**src/rtl/mem_stage_ctrl_if.sv**
```systemverilog
// mem_stage_ctrl_if
// Data-memory request/acknowledge bus between the MEM-stage controller
// (master) and the data memory (slave).
//   dmem_req   master->slave  access request, held until ack or abort
//   dmem_we    master->slave  1 = store, 0 = load
//   dmem_addr  master->slave  doubleword-aligned address
//   dmem_wdata master->slave  store data already shifted onto its byte lanes
//   dmem_be    master->slave  byte enables, one per byte of the doubleword
//   dmem_rdata slave->master  full doubleword read data
//   dmem_ack   slave->master  access complete this cycle
interface mem_stage_ctrl_if #(
    parameter int XLEN = 64
);
    logic            dmem_req;
    logic            dmem_we;
    logic [XLEN-1:0] dmem_addr;
    logic [XLEN-1:0] dmem_wdata;
    logic [7:0]      dmem_be;
    logic [XLEN-1:0] dmem_rdata;
    logic            dmem_ack;

    modport master (
        output dmem_req, dmem_we, dmem_addr, dmem_wdata, dmem_be,
        input  dmem_rdata, dmem_ack
    );

    modport slave (
        input  dmem_req, dmem_we, dmem_addr, dmem_wdata, dmem_be,
        output dmem_rdata, dmem_ack
    );
endinterface

```
**src/rtl/mem_stage_ctrl.sv**
```systemverilog
// mem_stage_ctrl
// MEM-stage controller sitting behind the EX/MEM pipeline register.
// Resolves the branch, performs loads/stores over the dmem interface with
// byte lanes and sign/zero extension, drives the MEM/WB register and stalls
// the front of the pipeline while an access is outstanding.
// Ports:
//   clk, reset            clock, asynchronous active-high reset
//   *_store               EX/MEM register fields (controls, flags, data, rd)
//   dmem                  memory bus (master side)
//   pc_src, branch_target branch decision and target
//   stall                 freeze IF/ID/EX and EX/MEM
//   mem_timeout           sticky: memory never acknowledged
//   misaligned            access suppressed because of bad alignment
//   *_wb                  MEM/WB register outputs
module mem_stage_ctrl #(
    parameter int XLEN     = 64,
    parameter int MAX_WAIT = 15
) (
    input  logic            clk,
    input  logic            reset,
    input  logic            RegWrite_store,
    input  logic            MemtoReg_store,
    input  logic            Branch_store,
    input  logic            Zero_store,
    input  logic            is_greater_store,
    input  logic            MemWrite_store,
    input  logic            MemRead_store,
    input  logic [XLEN-1:0] PCplusimm_store,
    input  logic [XLEN-1:0] ALU_result_store,
    input  logic [XLEN-1:0] WriteData_store,
    input  logic [3:0]      funct_in_store,
    input  logic [4:0]      rd_store,
    mem_stage_ctrl_if.master dmem,
    output logic            pc_src,
    output logic [XLEN-1:0] branch_target,
    output logic            stall,
    output logic            mem_timeout,
    output logic            misaligned,
    output logic            RegWrite_wb,
    output logic            MemtoReg_wb,
    output logic [XLEN-1:0] ReadData_wb,
    output logic [XLEN-1:0] ALU_result_wb,
    output logic [4:0]      rd_wb
);
    localparam int TW = $clog2(MAX_WAIT + 1);

    typedef enum logic [1:0] {IDLE, ACCESS, WAIT_RELEASE} state_t;

    state_t state, next_state;

    logic [2:0]      funct3;
    logic [2:0]      offset;
    logic            mem_op;
    logic            aligned;
    logic            branch_cond;
    logic [7:0]      size_mask;
    logic [7:0]      be_calc;
    logic [XLEN-1:0] wdata_calc;

    // funct7[5] only selects ALU variants, which were resolved back in EX
    logic unused_funct7;
    assign unused_funct7 = funct_in_store[3];

    // Request attributes latched at issue so the bus stays stable in ACCESS
    logic [XLEN-1:0] lat_alu;
    logic [XLEN-1:0] lat_wdata;
    logic [7:0]      lat_be;
    logic [1:0]      lat_size;
    logic            lat_unsigned;
    logic            lat_we;
    logic            lat_rw;
    logic            lat_mtr;
    logic [4:0]      lat_rd;
    logic [TW-1:0]   timer;

    logic [XLEN-1:0] lane;
    logic [XLEN-1:0] load_ext;

    logic            req_c, we_c;
    logic [XLEN-1:0] addr_c, wdata_c;
    logic [7:0]      be_c;
    logic            issue, cap_pass, cap_ack, cap_abort, timeout_hit;

    assign funct3        = funct_in_store[2:0];
    assign offset        = ALU_result_store[2:0];
    assign mem_op        = MemRead_store | MemWrite_store;
    assign branch_target = PCplusimm_store;
    assign pc_src        = Branch_store & branch_cond;
    assign be_calc       = size_mask << offset;
    assign wdata_calc    = WriteData_store << {offset, 3'b000};

    // Branch condition chosen by funct3 (beq, bne, blt-style, bge-style)
    always_comb begin
        branch_cond = 1'b0;
        case (funct3)
            3'b000:  branch_cond = Zero_store;
            3'b001:  branch_cond = ~Zero_store;
            3'b100:  branch_cond = ~Zero_store & ~is_greater_store;
            3'b101:  branch_cond = Zero_store | is_greater_store;
            default: branch_cond = 1'b0;
        endcase
    end

    // Access size gives both the lane mask and the alignment rule
    always_comb begin
        size_mask = 8'h00;
        aligned   = 1'b0;
        case (funct3[1:0])
            2'b00:   begin size_mask = 8'h01; aligned = 1'b1;                end
            2'b01:   begin size_mask = 8'h03; aligned = ~offset[0];          end
            2'b10:   begin size_mask = 8'h0F; aligned = (offset[1:0] == 2'b00); end
            default: begin size_mask = 8'hFF; aligned = (offset == 3'b000);  end
        endcase
    end

    // Pick the addressed lane from the returned doubleword and extend it
    always_comb begin
        lane     = dmem.dmem_rdata >> {lat_alu[2:0], 3'b000};
        load_ext = lane;
        case (lat_size)
            2'b00:   load_ext = {{(XLEN-8){~lat_unsigned & lane[7]}}, lane[7:0]};
            2'b01:   load_ext = {{(XLEN-16){~lat_unsigned & lane[15]}}, lane[15:0]};
            2'b10:   load_ext = {{(XLEN-32){~lat_unsigned & lane[31]}}, lane[31:0]};
            default: load_ext = lane;
        endcase
    end

    // State register
    always_ff @(posedge clk or posedge reset) begin
        if (reset) state <= IDLE;
        else       state <= next_state;
    end

    // Next state and bus/stall outputs. The IDLE request path is gated by
    // reset so the bus and stall drop the moment reset rises.
    always_comb begin
        next_state  = state;
        req_c       = 1'b0;
        we_c        = 1'b0;
        addr_c      = '0;
        be_c        = 8'h00;
        wdata_c     = '0;
        stall       = 1'b0;
        misaligned  = 1'b0;
        issue       = 1'b0;
        cap_pass    = 1'b0;
        cap_ack     = 1'b0;
        cap_abort   = 1'b0;
        timeout_hit = 1'b0;
        case (state)
            IDLE: begin
                if (!reset) begin
                    if (mem_op && aligned) begin
                        issue      = 1'b1;
                        req_c      = 1'b1;
                        we_c       = MemWrite_store;
                        addr_c     = {ALU_result_store[XLEN-1:3], 3'b000};
                        be_c       = be_calc;
                        wdata_c    = wdata_calc;
                        stall      = 1'b1;
                        next_state = ACCESS;
                    end else begin
                        cap_pass   = 1'b1;
                        misaligned = mem_op;
                    end
                end
            end
            ACCESS: begin
                req_c   = 1'b1;
                we_c    = lat_we;
                addr_c  = {lat_alu[XLEN-1:3], 3'b000};
                be_c    = lat_be;
                wdata_c = lat_wdata;
                stall   = 1'b1;
                if (dmem.dmem_ack) begin
                    cap_ack    = 1'b1;
                    next_state = WAIT_RELEASE;
                end else if (timer == TW'(MAX_WAIT - 1)) begin
                    cap_abort   = 1'b1;
                    timeout_hit = 1'b1;
                    next_state  = WAIT_RELEASE;
                end
            end
            // One idle cycle lets EX/MEM advance so the finished op is not reissued
            WAIT_RELEASE: next_state = IDLE;
            default:      next_state = IDLE;
        endcase
    end

    assign dmem.dmem_req   = req_c;
    assign dmem.dmem_we    = we_c;
    assign dmem.dmem_addr  = addr_c;
    assign dmem.dmem_be    = be_c;
    assign dmem.dmem_wdata = wdata_c;

    // Request latch, wait timer, sticky timeout and the MEM/WB register.
    // MEM/WB only moves on a capture event, so it holds while stalled.
    always_ff @(posedge clk or posedge reset) begin
        if (reset) begin
            lat_alu       <= '0;
            lat_wdata     <= '0;
            lat_be        <= 8'h00;
            lat_size      <= 2'b00;
            lat_unsigned  <= 1'b0;
            lat_we        <= 1'b0;
            lat_rw        <= 1'b0;
            lat_mtr       <= 1'b0;
            lat_rd        <= 5'd0;
            timer         <= '0;
            mem_timeout   <= 1'b0;
            RegWrite_wb   <= 1'b0;
            MemtoReg_wb   <= 1'b0;
            ReadData_wb   <= '0;
            ALU_result_wb <= '0;
            rd_wb         <= 5'd0;
        end else begin
            if (issue) begin
                lat_alu      <= ALU_result_store;
                lat_wdata    <= wdata_calc;
                lat_be       <= be_calc;
                lat_size     <= funct3[1:0];
                lat_unsigned <= funct3[2];
                lat_we       <= MemWrite_store;
                lat_rw       <= RegWrite_store;
                lat_mtr      <= MemtoReg_store;
                lat_rd       <= rd_store;
            end
            if (state == ACCESS && next_state == ACCESS) timer <= timer + TW'(1);
            else                                         timer <= '0;
            if (timeout_hit) mem_timeout <= 1'b1;
            if (cap_pass) begin
                RegWrite_wb   <= RegWrite_store & ~mem_op;
                MemtoReg_wb   <= MemtoReg_store;
                ReadData_wb   <= '0;
                ALU_result_wb <= ALU_result_store;
                rd_wb         <= rd_store;
            end else if (cap_ack || cap_abort) begin
                RegWrite_wb   <= cap_ack & lat_rw;
                MemtoReg_wb   <= lat_mtr;
                ReadData_wb   <= (cap_ack && !lat_we) ? load_ext : '0;
                ALU_result_wb <= lat_alu;
                rd_wb         <= lat_rd;
            end
        end
    end
endmodule
```
**src/flat_wrapper.sv**
```systemverilog
// flat-port wrapper written by rule: the top's interface ports become plain ports
module mem_stage_ctrl_flat 
#(
    parameter int XLEN     = 64,
    parameter int MAX_WAIT = 15
)
  (clk, reset, RegWrite_store, MemtoReg_store, Branch_store, Zero_store, is_greater_store, MemWrite_store, MemRead_store, PCplusimm_store, ALU_result_store, WriteData_store, funct_in_store, rd_store, pc_src, branch_target, stall, mem_timeout, misaligned, RegWrite_wb, MemtoReg_wb, ReadData_wb, ALU_result_wb, rd_wb, dmem_dmem_req, dmem_dmem_we, dmem_dmem_addr, dmem_dmem_wdata, dmem_dmem_be, dmem_dmem_rdata, dmem_dmem_ack);
  mem_stage_ctrl_if #(.XLEN(XLEN)) dmem_i ();
  input  logic clk;
  input  logic reset;
  input  logic RegWrite_store;
  input  logic MemtoReg_store;
  input  logic Branch_store;
  input  logic Zero_store;
  input  logic is_greater_store;
  input  logic MemWrite_store;
  input  logic MemRead_store;
  input  logic [XLEN-1:0] PCplusimm_store;
  input  logic [XLEN-1:0] ALU_result_store;
  input  logic [XLEN-1:0] WriteData_store;
  input  logic [3:0] funct_in_store;
  input  logic [4:0] rd_store;
  output logic pc_src;
  output logic [XLEN-1:0] branch_target;
  output logic stall;
  output logic mem_timeout;
  output logic misaligned;
  output logic RegWrite_wb;
  output logic MemtoReg_wb;
  output logic [XLEN-1:0] ReadData_wb;
  output logic [XLEN-1:0] ALU_result_wb;
  output logic [4:0] rd_wb;
  output wire logic [$bits(dmem_i.dmem_req)-1:0] dmem_dmem_req;
  output wire logic [$bits(dmem_i.dmem_we)-1:0] dmem_dmem_we;
  output wire logic [$bits(dmem_i.dmem_addr)-1:0] dmem_dmem_addr;
  output wire logic [$bits(dmem_i.dmem_wdata)-1:0] dmem_dmem_wdata;
  output wire logic [$bits(dmem_i.dmem_be)-1:0] dmem_dmem_be;
  input wire logic [$bits(dmem_i.dmem_rdata)-1:0] dmem_dmem_rdata;
  input wire logic [$bits(dmem_i.dmem_ack)-1:0] dmem_dmem_ack;
  assign dmem_dmem_req = dmem_i.dmem_req;
  assign dmem_dmem_we = dmem_i.dmem_we;
  assign dmem_dmem_addr = dmem_i.dmem_addr;
  assign dmem_dmem_wdata = dmem_i.dmem_wdata;
  assign dmem_dmem_be = dmem_i.dmem_be;
  assign dmem_i.dmem_rdata = dmem_dmem_rdata;
  assign dmem_i.dmem_ack = dmem_dmem_ack;
  mem_stage_ctrl #(.XLEN(XLEN), .MAX_WAIT(MAX_WAIT)) u_core (.clk(clk), .reset(reset), .RegWrite_store(RegWrite_store), .MemtoReg_store(MemtoReg_store), .Branch_store(Branch_store), .Zero_store(Zero_store), .is_greater_store(is_greater_store), .MemWrite_store(MemWrite_store), .MemRead_store(MemRead_store), .PCplusimm_store(PCplusimm_store), .ALU_result_store(ALU_result_store), .WriteData_store(WriteData_store), .funct_in_store(funct_in_store), .rd_store(rd_store), .dmem(dmem_i), .pc_src(pc_src), .branch_target(branch_target), .stall(stall), .mem_timeout(mem_timeout), .misaligned(misaligned), .RegWrite_wb(RegWrite_wb), .MemtoReg_wb(MemtoReg_wb), .ReadData_wb(ReadData_wb), .ALU_result_wb(ALU_result_wb), .rd_wb(rd_wb));
endmodule
```
**config.mk**
```make
export PLATFORM = sky130hd
export DESIGN_NAME = mem_stage_ctrl_flat
export DESIGN_NICKNAME = d
export VERILOG_FILES = /design/src/rtl/mem_stage_ctrl_if.sv /design/src/rtl/mem_stage_ctrl.sv /design/src/flat_wrapper.sv
export SDC_FILE = /design/constraint.sdc
export NUM_CORES = 1
export LEC_CHECK = 0
export BUFFER_PORTS_ARGS = -buffer_cell sky130_fd_sc_hd__buf_2
export CAP_MARGIN = 25
export CORE_AREA = 4 4 241 243
export CTS_BUF_LIST = sky130_fd_sc_hd__clkbuf_2 sky130_fd_sc_hd__clkbuf_4 sky130_fd_sc_hd__clkbuf_8
export CTS_CLUSTER_SIZE = 14
export DETAILED_ROUTE_END_ITERATION = 7
export DIE_AREA = 0 0 245 247
export SYNTH_ARGS = -nofsm -noshare
export SYNTH_HDL_FRONTEND = slang
export SYNTH_SLANG_ARGS = --single-unit
```
**constraint.sdc**
```tcl
create_clock -name clk -period 14.1 [get_ports clk]
set_input_delay 2.82 -clock clk [delete_from_list [all_inputs] [get_ports clk]]
set_output_delay 2.82 -clock clk [all_outputs]
set_load 0.1 [all_outputs]
```
==> results of run 1 <==
## power by group
group | internal, uW | leakage [uW] | total [uW] | switching [uW]
logic | 442 | 0.00616 | 2280 | 1840
registers | 1060 | 0.00363 | 1210 | 157
clock network | 503 | 0.000619 | 900 | 398
## kinds of logic after synthesis
| family | share of synthesized area [%] |
|---|---|
| compound gates | 17.76 |
| flops | 42.03 |
| other cells | 0.02179 |
| mux | 13.52 |
| simple gates | 18.32 |
| buf+inv | 7.904 |
| xor+xnor | 0.3054 |
| fa+ha+maj | 0.1454 |
## cells in the mapped netlist, types with 9 or more instances
cell type  instances
a22oi_1           42
o21ai_0           28
mux4_2            23
dfrtp_1          289
clkbuf_1          67
nor2_1           184
buf_4             81
a22o_1            25
nor2b_1           12
nand2_1          538
a2bb2oi_1         23
nand3_1           11
or2_2              9
a21o_1            12
o22ai_1           95
mux2i_1          142
inv_1             15
a211oi_1          15
a31oi_1           44
buf_2             69
mux2_2            33
a21oi_1          133
## worst max-delay path, cell delays in order
cell,delay (ns)
buf_2,0.10
buf_4,0.33
a211oi_2,0.44
o211ai_4,0.12
buf_4,0.38
nor2_2,0.81
nand2_1,0.20
a21oi_1,0.37
buf_2,0.51
## final cells by class
cell class | instances | area share [%]
sequential | 289 | 34.85
clock buffer | 85 | 5.148
antenna | 4 | 0.04816
clock inverter | 14 | 0.5900
multi-input combinational | 1464 | 41.63
inverter | 17 | 0.3432
tap | 756 | 4.551
timing repair buffer | 508 | 12.85
## flip-flops by register name, summed over array words and instances (netlist names), 2 cells and up
name,count
u_core.lat_rd,5
u_core.timer,4
u_core.lat_alu,64
u_core.lat_be,8
u_core.rd_wb,5
u_core.ReadData_wb,64
u_core.lat_size,2
u_core.ALU_result_wb,64
u_core.state,2
u_core.lat_wdata,64
## metrics by stage
stage          util (%)  hold slack, ns
2_1_floorplan         -          0.4462
3_3_place_gp      34.83          0.4578
3_5_place_dp      34.90          0.4579
4_1_cts           37.03          0.4696
5_1_grt           37.13          0.4948
6_report          37.14          0.4649
## worst min path at each step
stage / depth (start not counted) / slack [ns] / start / end
6_report: 1 / 0.46 / u_core.mem_timeout$_DFFE_PP0P_ / u_core.mem_timeout$_DFFE_PP0P_
5_1_grt: 1 / 0.49 / u_core.lat_wdata[61]$_DFFE_PP0P_ / u_core.lat_wdata[61]$_DFFE_PP0P_
3_5_place_dp: 1 / 0.46 / u_core.mem_timeout$_DFFE_PP0P_ / u_core.mem_timeout$_DFFE_PP0P_
2_1_floorplan: 2 / 0.45 / u_core.lat_wdata[48]$_DFFE_PP0P_ / u_core.lat_wdata[48]$_DFFE_PP0P_
4_1_cts: 1 / 0.47 / u_core.mem_timeout$_DFFE_PP0P_ / u_core.mem_timeout$_DFFE_PP0P_
3_3_place_gp: 2 / 0.46 / u_core.lat_wdata[30]$_DFFE_PP0P_ / u_core.lat_wdata[30]$_DFFE_PP0P_
## layer usage
| layer | global-route usage [%] | vias up | wire length [um] |
|---|---|---|---|
| li1 | - | 7563 | - |
| met2 | 34.99 | 761 | 32390 |
| met1 | 27.37 | 8228 | 27530 |
| met5 | 0 | - | 45 |
| met4 | 6.578 | 6 | 1975 |
| met3 | 6.094 | 107 | 5964 |
==> metrics.txt, run 1 <==
Critical Path RT=11.28 ns; DRT iter0 DRCs=between 1,000 and 1,500; Slew Viols, Final=0; DIE AREA=about 61,000 sq um; Post-Route WL=just under 70,000 um; clk buf depth=3; status=completed; P_leak=approximately 0.010 uW; largest net degree at the start of global routing=100; starting density of the core=a little under a third; Final Hold Fails=0; # nets final=approximately 2,600; reg2reg path depth=7; mean post-synth cell area=approximately 8.6 sq um; CTS root buffer=clkbuf_8; post-synth top area cell=dfrtp_1; first-pass GRT wire length=around 100,000 um; antenna viol nets, final=0; pwr dens=roughly 210 nW/um^2; Inst Count DP=a little over 3,000; number of global-route vias before repair=approximately 16,000; Residual DRC=0; Distinct cells, synth=66; TritonCTS clock tree=built; Die X=245 um; Non-Filler Cell Area, Final=20,780 sq um; clk sinks=between 200 and 300; Avg WL per Cell=about 22 um; initial antenna violation count=5; Tot Pwr=approximately 4400 uW; top-area cell type share of the netlist area=between 40% and 50%; commonest non-fill, non-tap cell in the layout=nand2_1; area delta synth->final=20.78%; R2R setup slack=between 10 and 15 ns; Final Cycle Share=63.51%; Slew HR=between 30% and 40%; Worst IR Drop VDD=~180 uV; CTS Buf Count=between 50 and 60; IO buf count=around 480; Max Cap Violations=0; floorplan row count=slightly below 90; crit start category=input port; Die Ht=about 250 um; CP startpoint=ALU_result_store[2]; Ys Warns=0; clock transition at the registers of the reported paths=~0.05 ns; Synth area leaders=dfrtp_1 (42%), nand2_1 (12%), mux2i_1 (8.3%); EDFF count, synth=0; WS Path Type=input port to output port; Synth Cell Area=between 15,000 and 20,000 sq um; worst reg2reg path startpoint=u_core.state[0]$_DFF_PP0_; crit path capture type=output port; Filler Cells Inserted=5,812; FF/Latch Area=7242 sq um; Final Non-Filler Cells=3,137; via-per-instance ratio=between 5 and 6; H-tree Lvls=2; Final WS setup=roughly 5.1 ns; RSZ-0062 raised after global routing=no; CP max FO=66; crit path DAT=6.14 ns; layout cells sized above 1=approximately 29%; via count=roughly 17,000; Post-synth top flop=dfrtp_1; Max Clock Freq=around 0.11 GHz; register area share after synthesis=a little over two fifths; # IOs=~620; final worst clock skew=around 0.020 ns; Yosys reg bits=approximately 290; R2R Path End=u_core.lat_wdata[38]$_DFFE_PP0P_; most frequent cells in the layout=nand2_1 (537), buf_2 (481), dfrtp_1 (285), nor2_1 (184), mux2i_1 (142); Post-synth ARST share=100.0%; Clock Latency Late Sink=0.64 ns; GRT overflow=0; Least-Margin Pin Slew=a little over 1 ns; Post-DP Area=around 20,000 sq um; # Post-CTS Setup Buffers=0; area occupied by multi-input gates=between 8000 and 9000 sq um; Resize count post-CTS=0; dpl ws=~5.2 ns; hold_buf cts=0; DP HPWL=47,200 um; Tmin final=approximately 9 ns; crit path to=dmem_dmem_wdata[17]; setup_tns=0 ns; GP Congestion=roughly 0.93; HP Class=flop to flop; Final setup viols=0; DR pass1 iterations=5; Post-Syn Instances=~2,000; All-Layer GR Usage=a little over a fifth; Core Footprint=roughly 56,000 sq um
Power figures use the tool's default switching activity.
==> inputs of run 2 (changes only) <==
clock period = 8.8 ns   (was 14.1 ns; I/O delays follow)
==> metrics.txt, run 2 (synthesis gave the netlist of run 1 again) <==
Final Cycle Share=72.40%; Clock Latency Late Sink=0.63 ns (about the same); Least-Margin Pin Slew=1.003 ns (-0.03481 ns); worst reg2reg path startpoint=u_core.state[0]$_DFF_PP0_; RSZ-0062 raised after global routing=no; layout cells sized above 1=29.61% (+0.12 points); clock transition at the registers of the reported paths=0.06 ns (about the same); Slew HR=33.13% (+2.3 points); GP Congestion=0.9037 (-2.7%); hold_buf cts=0 (unchanged); DIE AREA=60,520 sq um (unchanged); Final Hold Fails=0 (unchanged); HP Class=flop to flop; initial antenna violation count=8 (+3); All-Layer GR Usage=21.52% (+0.20 points); crit path DAT=4.61 ns (-1.53 ns); DR pass1 iterations=5 (unchanged); clk buf depth=3 (unchanged); Die X=245 um (unchanged); crit path capture type=output port; CTS Buf Count=55 (unchanged); GRT overflow=0 (unchanged); final worst clock skew=0.01787 ns (-0.001892 ns); floorplan row count=87 (unchanged); P_leak=0.01041 uW (about the same); Post-Route WL=68,140 um (+0.34%); largest net degree at the start of global routing=118 (+18%); first-pass GRT wire length=101,600 um (+0.49%); Resize count post-CTS=0 (unchanged); commonest non-fill, non-tap cell in the layout=nand2_1; DRT iter0 DRCs=1,255 (+4.8%); critical hold path startpoint=u_core.lat_be[5]$_DFFE_PP0P_; clk sinks=289 (unchanged); Slew Viols, Final=0 (unchanged); status=completed; FF/Latch Area=7242 sq um (unchanged); # nets final=2,613 (+0.038%); Max Cap Violations=0 (unchanged); Core Footprint=55,950 sq um (unchanged); # IOs=616 (unchanged); TritonCTS clock tree=built; most frequent cells in the layout=nand2_1 (537), buf_2 (481), dfrtp_1 (285), nor2_1 (184), mux2i_1 (142); # Post-CTS Setup Buffers=0 (unchanged); Max Clock Freq=approximately 0.16 GHz; area delta synth->final=20.76% (about the same); antenna viol nets, final=0 (unchanged); Critical Path RT=7.04 ns (-4.24 ns); Inst Count DP=3,034 (+0.066%); pwr dens=337.6 nW/um^2 (+59%); Filler Cells Inserted=5,861 (+0.84%); CP max FO=39 (-41%); crit start category=input port; area occupied by multi-input gates=8650 sq um (about the same); H-tree Lvls=2 (unchanged); Die Ht=247 um (unchanged); Final Non-Filler Cells=3,146 (+0.29%); CTS root buffer=clkbuf_8; Worst IR Drop VDD=241.8 uV (+37%); starting density of the core=30.75% (unchanged); number of global-route vias before repair=16,540 (+1.5%); Final setup viols=0 (unchanged); WS Path Type=input port to output port; CP startpoint=ALU_result_store[1]; Tmin final=approximately 6.4 ns; setup_tns=0 ns (unchanged); Residual DRC=0 (unchanged); via count=16,572 (-0.56%); IO buf count=483 (unchanged); via-per-instance ratio=5.268 (-0.84%); Avg WL per Cell=21.66 um (about the same); DP HPWL=48,110 um (+1.9%)
[run 2: cell count changes in the layout (fill, tap and decap cells not counted)]
cell,delta
buf_12,+3
buf_16,-2
clkinv_2,+4
a21o_2,+1
inv_8,-1
clkinv_4,+2
nand2b_4,+1
bufinv_16,-1
a21o_4,-1
diode_2,+5
nand2b_2,-1
clkinv_8,-1
[run 2: area by class of cell]
| class | instances | area share (%) |
|---|---|---|
| clock inverters | 17 | 0.5118 |
| multi-input cells | 1464 | 41.63 |
| diodes | 9 | 0.1084 |
| clock buffers | 85 | 5.148 |
| well taps | 756 | 4.552 |
| flip-flops and latches | 289 | 34.85 |
| inverters | 17 | 0.3252 |
| repair buffers | 509 | 12.87 |
[run 2: power breakdown]
part           total (uW)  internal [uW]  switching [uW]
combinational        3650            709            2940
clock                1410            779             633
sequential           1960           1690             265
[run 2: final timing paths]
check / end / cells past startpoint / slack, ns
setup / recovery: dmem_dmem_wdata[46] / 7 / 2.43
hold / removal: u_core.lat_be[5]$_DFFE_PP0P_ / 2 / 0.48
setup reg to reg: u_core.ReadData_wb[13]$_DFFE_PP0P_ / 7 / 4.29
hold reg to reg: u_core.lat_be[5]$_DFFE_PP0P_ / 2 / 0.48
max in group asynchronous: u_core.state[1]$_DFF_PP0_ / 3 / 6.51
min in group asynchronous: u_core.ReadData_wb[15]$_DFFE_PP0P_ / 2 / 1.12
[run 2: metrics by stage]
| stage | instance area, sq um | setup WS, ns | hold WS [ns] | utilization [%] | total power (uW) |
|---|---|---|---|---|---|
| 2_1_floorplan | 17220 | 2.549 | 0.4462 | - | 5018 |
| 3_3_place_gp | 19530 | 2.418 | 0.4577 | 34.91 | 5579 |
| 3_5_place_dp | 19550 | 2.390 | 0.4627 | 34.95 | 5626 |
| 4_1_cts | 20730 | 2.388 | 0.4782 | 37.05 | 7073 |
| 5_1_grt | 20760 | 2.228 | 0.4951 | 37.11 | 7348 |
| 6_report | 20780 | 2.429 | 0.4764 | 37.14 | 7014 |
[run 2: worst max-delay path, stage by stage]
cell	delay (ns)
buf_4	0.43
buf_4	0.57
nand2b_1	0.54
o22ai_1	0.43
nand2_1	0.13
a21oi_1	0.22
buf_2	0.49
[run 2: per-layer routing]
| metal | wire length, um | part of all wire [%] | track usage, % |
|---|---|---|---|
| met1 | 26990 | 40 | 27.12 |
| met2 | 32140 | 47 | 34.50 |
| met3 | 6347 | 9.3 | 6.734 |
| met4 | 2638 | 3.9 | 8.609 |
| met5 | 26 | 0.038 | 0 |
==> inputs of run 3 (changes only) <==
clock period = 6.4 ns   (was 8.8 ns; I/O delays follow)
==> metrics.txt, run 3 (synthesis gave the netlist of run 1 again) <==
Clk network pwr share=20.8% (+0.7 points); DR pass1 iterations=7 (+2); reg2reg path depth=9 (+2); HP Class=flop to flop; crit start category=flop; DRT iter0 DRCs=1,176 (-6.3%); Slew Viols, Final=0 (unchanged); Final Hold Fails=0 (unchanged); WS Path Type=flop to output port; Least-Margin Pin Slew=0.9863 ns (-0.01670 ns); dpl ws=1.205 ns (-1.186 ns); GP Congestion=0.9162 (+1.4%); Sw Share=54.03% (-0.63 points); Post-DP Area=19,600 sq um (+0.23%); clk buf depth=3 (unchanged); pwr dens=466.4 nW/um^2 (+38%); Non-Filler Cell Area, Final=20,860 sq um (+0.40%); Die Ht=247 um (unchanged); Critical Path RT=5.12 ns (-1.92 ns); initial antenna violation count=8 (unchanged); clk sinks=289 (unchanged); largest net degree at the start of global routing=156 (+32%); hold_buf cts=0 (unchanged); area delta synth->final=21.24%; R2R Path End=u_core.ALU_result_wb[51]$_DFFE_PP0P_; final worst clock skew=0.02877 ns (+0.01091 ns); Tot Pwr=9730 uW (+39%); crit path capture type=output port; CTS Buf Count=55 (unchanged); Residual DRC=0 (unchanged); Tmin final=approximately 5.2 ns; P_leak=0.01046 uW (+0.42%); via count=16,534 (-0.23%); Resize count post-CTS=0 (unchanged); H-tree Lvls=2 (unchanged); R2R setup slack=1.84 ns (-2.45 ns); # Post-CTS Setup Buffers=0 (unchanged); CTS root buffer=clkbuf_8; crit path to=dmem_dmem_wdata[0]; # nets final=2,617 (+0.15%); Max Clock Freq=~0.19 GHz; DP HPWL=48,120 um (about the same); clock transition at the registers of the reported paths=0.06 ns (about the same); CP max FO=66 (+69%); layout cells sized above 1=29.58% (about the same); crit path DAT=3.94 ns (-0.67 ns); Filler Cells Inserted=5,818 (-0.73%); RSZ-0062 raised after global routing=no; antenna viol nets, final=0 (unchanged); # IOs=616 (unchanged); Slew HR=34.25% (+1.1 points); most frequent cells in the layout=nand2_1 (537), buf_2 (480), dfrtp_1 (285), nor2_1 (184), mux2i_1 (142); starting density of the core=30.75% (unchanged); first-pass GRT wire length=101,300 um (-0.32%); CP startpoint=u_core.state[0]$_DFF_PP0_; TritonCTS clock tree=built; switching pwr=5258 uW (+37%); status=completed; floorplan row count=87 (unchanged); Post-Route WL=67,970 um (-0.24%); internal power=4473 uW (+41%); Die X=245 um (unchanged); Max Cap Violations=0 (unchanged); worst reg2reg path startpoint=u_core.state[0]$_DFF_PP0_; combinational group share of total power=51.5% (-0.5 points); setup_tns=0 ns (unchanged); Final setup viols=0 (unchanged); Worst IR Drop VDD=336.9 uV (+39%); Core Footprint=55,950 sq um (unchanged); All-Layer GR Usage=21.40% (-0.12 points); DIE AREA=60,520 sq um (unchanged); Clock Latency Late Sink=0.65 ns (+0.02 ns); Avg WL per Cell=21.62 um (-0.18%); Seq pwr share=27.8% (about the same); IO buf count=483 (unchanged); GRT overflow=0 (unchanged); Final WS setup=1.179 ns (-1.250 ns); Final Cycle Share=81.58%; number of global-route vias before repair=16,325 (-1.3%); commonest non-fill, non-tap cell in the layout=nand2_1; via-per-instance ratio=5.259 (-0.17%)
## run 3: power groups by stage
| stage | logic, uW | clock network (uW) | registers, uW |
|---|---|---|---|
| 6_report | 5010 | 2020 | 2700 |
| 4_1_cts | 5020 | 2090 | 2690 |
| 3_5_place_dp | 5010 | 0 | 2720 |
| 3_3_place_gp | 4980 | 0 | 2700 |
| 5_1_grt | 5260 | 2180 | 2760 |
| 2_1_floorplan | 2530 | 0 | 4370 |
## run 3: how the worst min path moves through the flow
stage	slack, ns	cells past startpoint	startpoint	end
2_1_floorplan	0.45	2	u_core.lat_wdata[48]$_DFFE_PP0P_	u_core.lat_wdata[48]$_DFFE_PP0P_
3_3_place_gp	0.46	1	u_core.mem_timeout$_DFFE_PP0P_	u_core.mem_timeout$_DFFE_PP0P_
3_5_place_dp	0.46	2	u_core.lat_wdata[31]$_DFFE_PP0P_	u_core.lat_wdata[31]$_DFFE_PP0P_
4_1_cts	0.48	2	u_core.lat_wdata[53]$_DFFE_PP0P_	u_core.lat_wdata[53]$_DFFE_PP0P_
5_1_grt	0.49	1	u_core.lat_wdata[63]$_DFFE_PP0P_	u_core.lat_wdata[63]$_DFFE_PP0P_
6_report	0.47	2	u_core.lat_wdata[26]$_DFFE_PP0P_	u_core.lat_wdata[26]$_DFFE_PP0P_
## run 3: metal layers
| layer | part of all wire (%) | vias to the layer above | track usage [%] |
|---|---|---|---|
| met5 | 0.040 | - | 0 |
| met4 | 2.7 | 4 | 6.360 |
| met3 | 9.3 | 106 | 6.495 |
| met2 | 48 | 768 | 35.37 |
| met1 | 40 | 8097 | 27.12 |
| li1 | - | 7559 | - |
## run 3: through the flow
step           cells  util, %  hold slack (ns)
2_1_floorplan   2000        -           0.4462
3_3_place_gp    3038    35.03           0.4575
3_5_place_dp    3038    35.03           0.4631
4_1_cts         3135    37.21           0.4781
5_1_grt         3140    37.27           0.4855
6_report        3144    37.28           0.4747
## run 3: worst max-delay path: stages, from the launching register on
cell and delay (ns):
dfrtp_4 0.96, buf_4 0.74, nor2b_1 0.76, a22o_1 0.28, buf_2 0.43
## run 3: final cells by class
| cell class | count | area [sq um] | area share [%] |
|---|---|---|---|
| multi-input combinational | 1464 | 8650 | 41.46 |
| sequential | 289 | 7242 | 34.71 |
| timing repair buffer | 513 | 2713 | 13.00 |
| clock buffer | 86 | 1090 | 5.224 |
| tap | 756 | 945.9 | 4.534 |
| clock inverter | 11 | 133.9 | 0.6418 |
| inverter | 17 | 67.56 | 0.3239 |
| antenna | 8 | 20.02 | 0.09596 |
